<file path="src/rtl/reset_sequencer.sv">
// Multi-output reset sequencer.
// Takes the board reset, a bouncy reset button and a soft-reset request.
// Drives NUM_OUT active-low resets that assert together and release one at a
// time after a hold period. Reports completion and the cause of the last reset.
module reset_sequencer #(
    parameter int NUM_OUT        = 3,
    parameter int HOLD_CYCLES    = 240,
    parameter int STAGGER_CYCLES = 16,
    parameter int FILTER_LEN     = 4
) (
    input  logic               clk,
    input  logic               rstn,
    input  logic               btn_rst_n,
    input  logic               soft_rst_req,
    output logic [NUM_OUT-1:0] reset_n,
    output logic               rst_done,
    output logic [1:0]         rst_cause
);

    typedef enum logic [1:0] {
        ST_ASSERT  = 2'd0,
        ST_HOLD    = 2'd1,
        ST_RELEASE = 2'd2,
        ST_RUN     = 2'd3
    } state_e;

    localparam logic [1:0] CAUSE_POR  = 2'b00;
    localparam logic [1:0] CAUSE_BTN  = 2'b01;
    localparam logic [1:0] CAUSE_SOFT = 2'b10;

    // The cycle counter is cleared on every state change, so it only needs to
    // reach the larger of the two terminal counts.
    localparam int MAX_CNT = (HOLD_CYCLES > STAGGER_CYCLES) ? HOLD_CYCLES : STAGGER_CYCLES;
    localparam int CW      = $clog2(MAX_CNT + 1);
    localparam int FW      = $clog2(FILTER_LEN + 1);
    localparam int IW      = (NUM_OUT > 1) ? $clog2(NUM_OUT) : 1;

    localparam logic [CW-1:0] HOLD_LAST = CW'(HOLD_CYCLES - 1);
    localparam logic [CW-1:0] STAG_LAST = CW'(STAGGER_CYCLES - 1);
    localparam logic [FW-1:0] FLT_LAST  = FW'(FILTER_LEN - 1);
    localparam logic [IW-1:0] IDX_LAST  = IW'(NUM_OUT - 1);

    // ------------------------------------------------------------------
    // Board reset synchroniser: assert immediately, release on clk.
    // ------------------------------------------------------------------
    logic [1:0] por_sync_q;
    logic       por_ok;

    // Shift a constant one through the chain once rstn is released.
    always_ff @(posedge clk or negedge rstn) begin
        // NOTE: sequential state is always assigned with <=, so every flop
        // samples the pre-edge value of its neighbours.
        if (!rstn) por_sync_q <= 2'b00;
        else       por_sync_q <= {por_sync_q[0], 1'b1};
    end

    assign por_ok = por_sync_q[1];

    // ------------------------------------------------------------------
    // Button path: synchroniser followed by a debouncer.
    // ------------------------------------------------------------------
    logic [1:0]    btn_sync_q;
    logic          btn_sample;
    logic [FW-1:0] flt_cnt_q, flt_cnt_d;
    logic          btn_ok_q, btn_ok_d;
    logic          btn_ok_prev_q;
    logic          btn_fall;

    // Two-flop synchroniser; resets to the released (high) level so a
    // board reset never looks like a button press.
    always_ff @(posedge clk or negedge rstn) begin
        if (!rstn) btn_sync_q <= 2'b11;
        else       btn_sync_q <= {btn_sync_q[0], btn_rst_n};
    end

    assign btn_sample = btn_sync_q[1];

    // Debouncer: the sample must disagree with btn_ok for FILTER_LEN
    // consecutive cycles before btn_ok follows it.
    always_comb begin
        // NOTE: every combinational output gets a default first, so no path
        // leaves it unassigned and no latch is inferred.
        flt_cnt_d = flt_cnt_q;
        btn_ok_d  = btn_ok_q;
        if (btn_sample == btn_ok_q) begin
            flt_cnt_d = '0;
        end else if (flt_cnt_q == FLT_LAST) begin
            btn_ok_d  = btn_sample;
            flt_cnt_d = '0;
        end else begin
            flt_cnt_d = flt_cnt_q + 1'b1;
        end
    end

    // Debouncer state plus a delayed copy used for falling-edge detection.
    always_ff @(posedge clk or negedge rstn) begin
        if (!rstn) begin
            flt_cnt_q     <= '0;
            btn_ok_q      <= 1'b1;
            btn_ok_prev_q <= 1'b1;
        end else begin
            flt_cnt_q     <= flt_cnt_d;
            btn_ok_q      <= btn_ok_d;
            btn_ok_prev_q <= btn_ok_q;
        end
    end

    assign btn_fall = btn_ok_prev_q & ~btn_ok_q;

    // ------------------------------------------------------------------
    // Sequencing FSM with registered outputs.
    // ------------------------------------------------------------------
    state_e             state_q, state_d;
    logic [CW-1:0]      cnt_q, cnt_d;
    logic [IW-1:0]      idx_q, idx_d;
    logic [NUM_OUT-1:0] reset_n_q, reset_n_d;
    logic               rst_done_q, rst_done_d;
    logic [1:0]         cause_q, cause_d;

    // Next-state and output logic; the button override comes last so it
    // beats the soft request on the same edge.
    always_comb begin
        state_d    = state_q;
        cnt_d      = cnt_q;
        idx_d      = idx_q;
        reset_n_d  = reset_n_q;
        rst_done_d = rst_done_q;
        cause_d    = cause_q;

        unique case (state_q)
            ST_ASSERT: begin
                reset_n_d  = '0;
                rst_done_d = 1'b0;
                cnt_d      = '0;
                idx_d      = '0;
                if (por_ok && btn_ok_q) state_d = ST_HOLD;
            end

            ST_HOLD: begin
                if (cnt_q == HOLD_LAST) begin
                    reset_n_d[0] = 1'b1;
                    cnt_d        = '0;
                    if (NUM_OUT == 1) begin
                        state_d    = ST_RUN;
                        rst_done_d = 1'b1;
                    end else begin
                        state_d = ST_RELEASE;
                        idx_d   = IW'(1);
                    end
                end else begin
                    cnt_d = cnt_q + 1'b1;
                end
            end

            ST_RELEASE: begin
                if (cnt_q == STAG_LAST) begin
                    reset_n_d[idx_q] = 1'b1;
                    cnt_d            = '0;
                    if (idx_q == IDX_LAST) begin
                        state_d    = ST_RUN;
                        rst_done_d = 1'b1;
                    end else begin
                        idx_d = idx_q + 1'b1;
                    end
                end else begin
                    cnt_d = cnt_q + 1'b1;
                end
            end

            ST_RUN: begin
                rst_done_d = 1'b1;
                if (soft_rst_req) begin
                    state_d    = ST_ASSERT;
                    reset_n_d  = '0;
                    rst_done_d = 1'b0;
                    cause_d    = CAUSE_SOFT;
                end
            end

            default: state_d = ST_ASSERT;
        endcase

        // A button press restarts the sequence from any state.
        if (btn_fall) begin
            state_d    = ST_ASSERT;
            reset_n_d  = '0;
            rst_done_d = 1'b0;
            cnt_d      = '0;
            idx_d      = '0;
            cause_d    = CAUSE_BTN;
        end
    end

    // FSM state, counters and output registers.
    always_ff @(posedge clk or negedge rstn) begin
        if (!rstn) begin
            state_q    <= ST_ASSERT;
            cnt_q      <= '0;
            idx_q      <= '0;
            reset_n_q  <= '0;
            rst_done_q <= 1'b0;
            cause_q    <= CAUSE_POR;
        end else begin
            state_q    <= state_d;
            cnt_q      <= cnt_d;
            idx_q      <= idx_d;
            reset_n_q  <= reset_n_d;
            rst_done_q <= rst_done_d;
            cause_q    <= cause_d;
        end
    end

    assign reset_n   = reset_n_q;
    assign rst_done  = rst_done_q;
    assign rst_cause = cause_q;

endmodule

</file>
<file path="config.mk">
export PLATFORM = sky130hd
export DESIGN_NAME = reset_sequencer
export DESIGN_NICKNAME = d
export VERILOG_FILES = /design/src/rtl/reset_sequencer.sv
export SDC_FILE = /design/constraint.sdc
export NUM_CORES = 1
export LEC_CHECK = 0
export BUFFER_PORTS_ARGS = -buffer_cell sky130_fd_sc_hd__buf_2
export CORE_ASPECT_RATIO = 0.75
export CORE_UTILIZATION = 45
export DETAILED_ROUTE_END_ITERATION = 8
export PLACE_DENSITY_LB_ADDON = 0.2
export SLEW_MARGIN = 20
export SYNTH_ARGS = -nofsm -noshare
export SYNTH_HDL_FRONTEND = slang
export SYNTH_SLANG_ARGS = --single-unit
export TNS_END_PERCENT = 10
</file>
<file path="constraint.sdc">
create_clock -name clk -period 3.46 [get_ports clk]
set_clock_uncertainty 0.15 [all_clocks]
set_input_delay 0 -clock clk [delete_from_list [all_inputs] [get_ports clk]]
set_output_delay 0 -clock clk [all_outputs]
set_load 0.005 [all_outputs]
</file>
==> results.txt <==
IR analysis of the VDD net gives a maximum drop of 0.3769 mV. 0 antenna diodes ended up in the layout. The flow ran to the end, and the final reports show no timing, DRC or antenna violations.

Entering global routing, the biggest net connects 28 pins. The run gives 0.4743 as the post-synthesis sequential area ratio. After global routing the overflow that remains totals 0. The floorplan die area was 3421 µm².

Detailed-route vias per instance: 5.505. Post-synthesis cell count: 133. The share of flip-flops with an asynchronous set or reset after synthesis came out at 1.000. In this run, placement finished with an instance count of 179. Compared with the post-synthesis result, the final layout area differs by 11.68%. Synthesis produced a netlist with a net count of 146. With fillers left out, the area of the finished cells amounts to 1603 µm². Setup violations remaining at the end of the flow were counted as 0. Data on the critical path is required at its endpoint by 3480 ps. The tools report the clock buffer count from CTS as 3. Cell at the root of the clock tree: sky130_fd_sc_hd__clkbuf_8.

After the last flow step, the layout net total stands at 162. After legalization and detailed placement, the total HPWL measured 2007 µm. Hold is met by 104.5 ps. The number of global-route vias before repair was 1040. Leaving out fill and tap cells, the most frequent cells in the layout are sky130_fd_sc_hd__dfrtp_1, sky130_fd_sc_hd__nand2_1, sky130_fd_sc_hd__nor2_1, sky130_fd_sc_hd__ha_1, sky130_fd_sc_hd__buf_2. The ratio of final minimum period to clock period is 0.6738, and the detailed-route wire length is 2771 µm. Total of warnings raised by yosys: 0. The number of top-level design ports was 10. The final routed DRC violation total came out at 0. The count of clock tree sinks came out at 27. Setup repair after global routing left no endpoint under its margin.

The share of Yosys cell area claimed by the top area cell type came out at 0.4010. The first global-routing pass estimated 4940 µm of wire. Ranked by total cell area, the synthesized netlist is headed by sky130_fd_sc_hd__dfrtp_1, sky130_fd_sc_hd__ha_1, sky130_fd_sc_hd__dfstp_2, sky130_fd_sc_hd__nand2_1, sky130_fd_sc_hd__nor2_1. The number of DRC violations after detailed-routing iteration 0 was 68; the synthesis-stage register bit count was 27.

Once the clock tree was built, the resizer swapped 0 gates to a different size. TritonCTS built the clock tree. Setup fix buffers added after clock tree synthesis: 0. The setup path with the least slack is of type register to register. For the final standard cell utilization of the core, the log shows 0.5382. Startpoint class of the critical path: a register. Clock-pin slew was measured on the worst setup and hold paths at 90 ps. The library cell used most frequently in the layout, excluding fill and tap cells, is sky130_fd_sc_hd__dfrtp_1. The tools report the count of vias placed by the detailed router as 1024. The tools report the number of cell rows as 17. The synthesized design contains 0 enable-type register cells. Across all register-to-register paths, the minimum setup slack is 1130 ps. In the post-route analysis, the smallest setup slack over all paths is 1129 ps.

The time the worst path needs with I/O delays and setup works out to 2331 ps. The pre-CTS setup slack is 1164 ps, and the clock latency of the later-clocked register in the worst-skew pair is 280 ps. The category of the worst setup path capture point was a register.

In the final timing run, aggregate negative setup slack is 0 ps. Of all cell types, the one taking the most synthesized area is sky130_fd_sc_hd__dfrtp_1. For the peak clock frequency supported by timing, the log shows 428.9 MHz. The clock passes through at most 2 buffers. The number of slew-limit violations in the final report came out at 0. The worst hold path class is input port to async pin. The H-tree depth reported by CTS was 1. The number of buffer cells added on primary ports works out to 9. The tools report the initial standard-cell utilization of the core as 0.4819. The synthesized netlist occupies a cell area of 1435 µm². The static leakage power is 0.7454 nW. For the distinct cell type count of the synthesized netlist, the log shows 46. In this run, post-CTS hold repair placed 3 buffers.

For the worst setup path, the data arrival time is 2350 ps. The power density over cell area was 694.7 nW/µm². At the pin with the least slew margin, the transition time is 597.4 ps. The fraction of layout cells with a size suffix above 1 was 0.1824; the placeable core region was 2978 µm². The initial antenna violation count is 0, and the number of hold-slack violations in the final timing report is 0. The placed instances occupy a cell area of 1524 µm². Dividing the detail-routed wire length by the instance count gives 14.90 µm. The overall power consumption was 1.113 mW. The first detailed-routing pass took 4 iterations. The finished layout holds 186 standard cells, fillers aside. The run gives 0 as the number of routed nets with antenna violations. In this run the worst path has a maximum fanout of 11. The die is 67.21 µm wide.

Floorplan die height: 50.91 µm. The global-route total usage across every layer is 0.1939, and the worst slew margin relative to its limit is 0.6018. A synthesized cell averages 10.79 µm².

The placer congestion estimate is 0.8257. The most used flip-flop cell after synthesis is sky130_fd_sc_hd__dfrtp_1. Across the run, the number of max-cap violations was 0.
-- report_power, final --
group	switching [mW]	internal (mW)	total, mW
Clock	0.0999	0.0819	0.182
Combinational	0.295	0.201	0.497
Sequential	0.0452	0.390	0.435
Total	0.440	0.673	1.11
-- cells in the mapped netlist, types with 3 or more instances --
| master | instances |
|---|---|
| sky130_fd_sc_hd__nor2b_1 | 3 |
| sky130_fd_sc_hd__dfstp_2 | 4 |
| sky130_fd_sc_hd__dfrtp_1 | 23 |
| sky130_fd_sc_hd__a22o_1 | 3 |
| sky130_fd_sc_hd__nand3_1 | 5 |
| sky130_fd_sc_hd__a31oi_1 | 4 |
| sky130_fd_sc_hd__nor2_1 | 9 |
| sky130_fd_sc_hd__nor3_1 | 5 |
| sky130_fd_sc_hd__inv_1 | 6 |
| sky130_fd_sc_hd__a21o_1 | 3 |
| sky130_fd_sc_hd__nor3b_1 | 3 |
| sky130_fd_sc_hd__ha_1 | 9 |
| sky130_fd_sc_hd__a211oi_1 | 3 |
| sky130_fd_sc_hd__nand2_1 | 11 |
-- kinds of logic after synthesis --
| family | Yosys count | synth area share |
|---|---|---|
| adders and majority gates | 9 | 0.07847 |
| xor gates and xnor gates | 3 | 0.01831 |
| DFF | 27 | 0.4743 |
| buffers and inverters | 7 | 0.01831 |
| and+or+nand+nor | 48 | 0.1840 |
| AOI/OAI and AO/OA | 34 | 0.1944 |
| muxes | 4 | 0.02964 |
| other | 1 | 0.002613 |
-- cell type report --
cell class / instances / area (µm²)
Timing Repair Buffer: 12 / 75.07
Fill cell: 273 / 1375
Tap cell: 38 / 47.55
Clock buffer: 3 / 41.29
Inverter: 6 / 22.52
Sequential cell: 27 / 680.7
Clock inverter: 1 / 7.507
Multi-Input combinational cell: 99 / 728.2
-- layer usage --
layer,global-route usage,part of all wire
met1,0.2698,0.52
met2,0.2933,0.45
met3,0.05357,0.031
met4,0.05319,0.0043
met5,0,0
-- critical path: stages (launching register included) --
cell and delay (ps):
sky130_fd_sc_hd__dfrtp_1 390, sky130_fd_sc_hd__inv_1 100, sky130_fd_sc_hd__ha_1 340, sky130_fd_sc_hd__or3_1 460
sky130_fd_sc_hd__nor2_1 380, sky130_fd_sc_hd__a2111oi_0 130, sky130_fd_sc_hd__a221o_1 280
-- registers in the layout, indices dropped and copies added (netlist names) --
name / cells
idx_q: 2
por_sync_q: 2
reset_n: 3
btn_ok_prev_q: 1
flt_cnt_q: 3
btn_ok_q: 1
state_q: 2
rst_cause: 2
btn_sync_q: 2
cnt_q: 8
rst_done: 1
-- path summary, 6_finish.rpt --
check / startpoint / end / cells after the start
max reg2reg: state_q[0]$_DFFE_PN0P_ / cnt_q[3]$_DFFE_PN0P_ / 6
max in group asynchronous: rstn / cnt_q[3]$_DFFE_PN0P_ / 2
min: rstn / cnt_q[5]$_DFFE_PN0P_ / 2
min reg2reg: btn_sync_q[0]$_DFF_PN1_ / btn_sync_q[1]$_DFF_PN1_ / 0
min in group clk: btn_sync_q[0]$_DFF_PN1_ / btn_sync_q[1]$_DFF_PN1_ / 0
max: state_q[0]$_DFFE_PN0P_ / cnt_q[3]$_DFFE_PN0P_ / 6
Note: power is estimated with default switching activity, not from simulation.
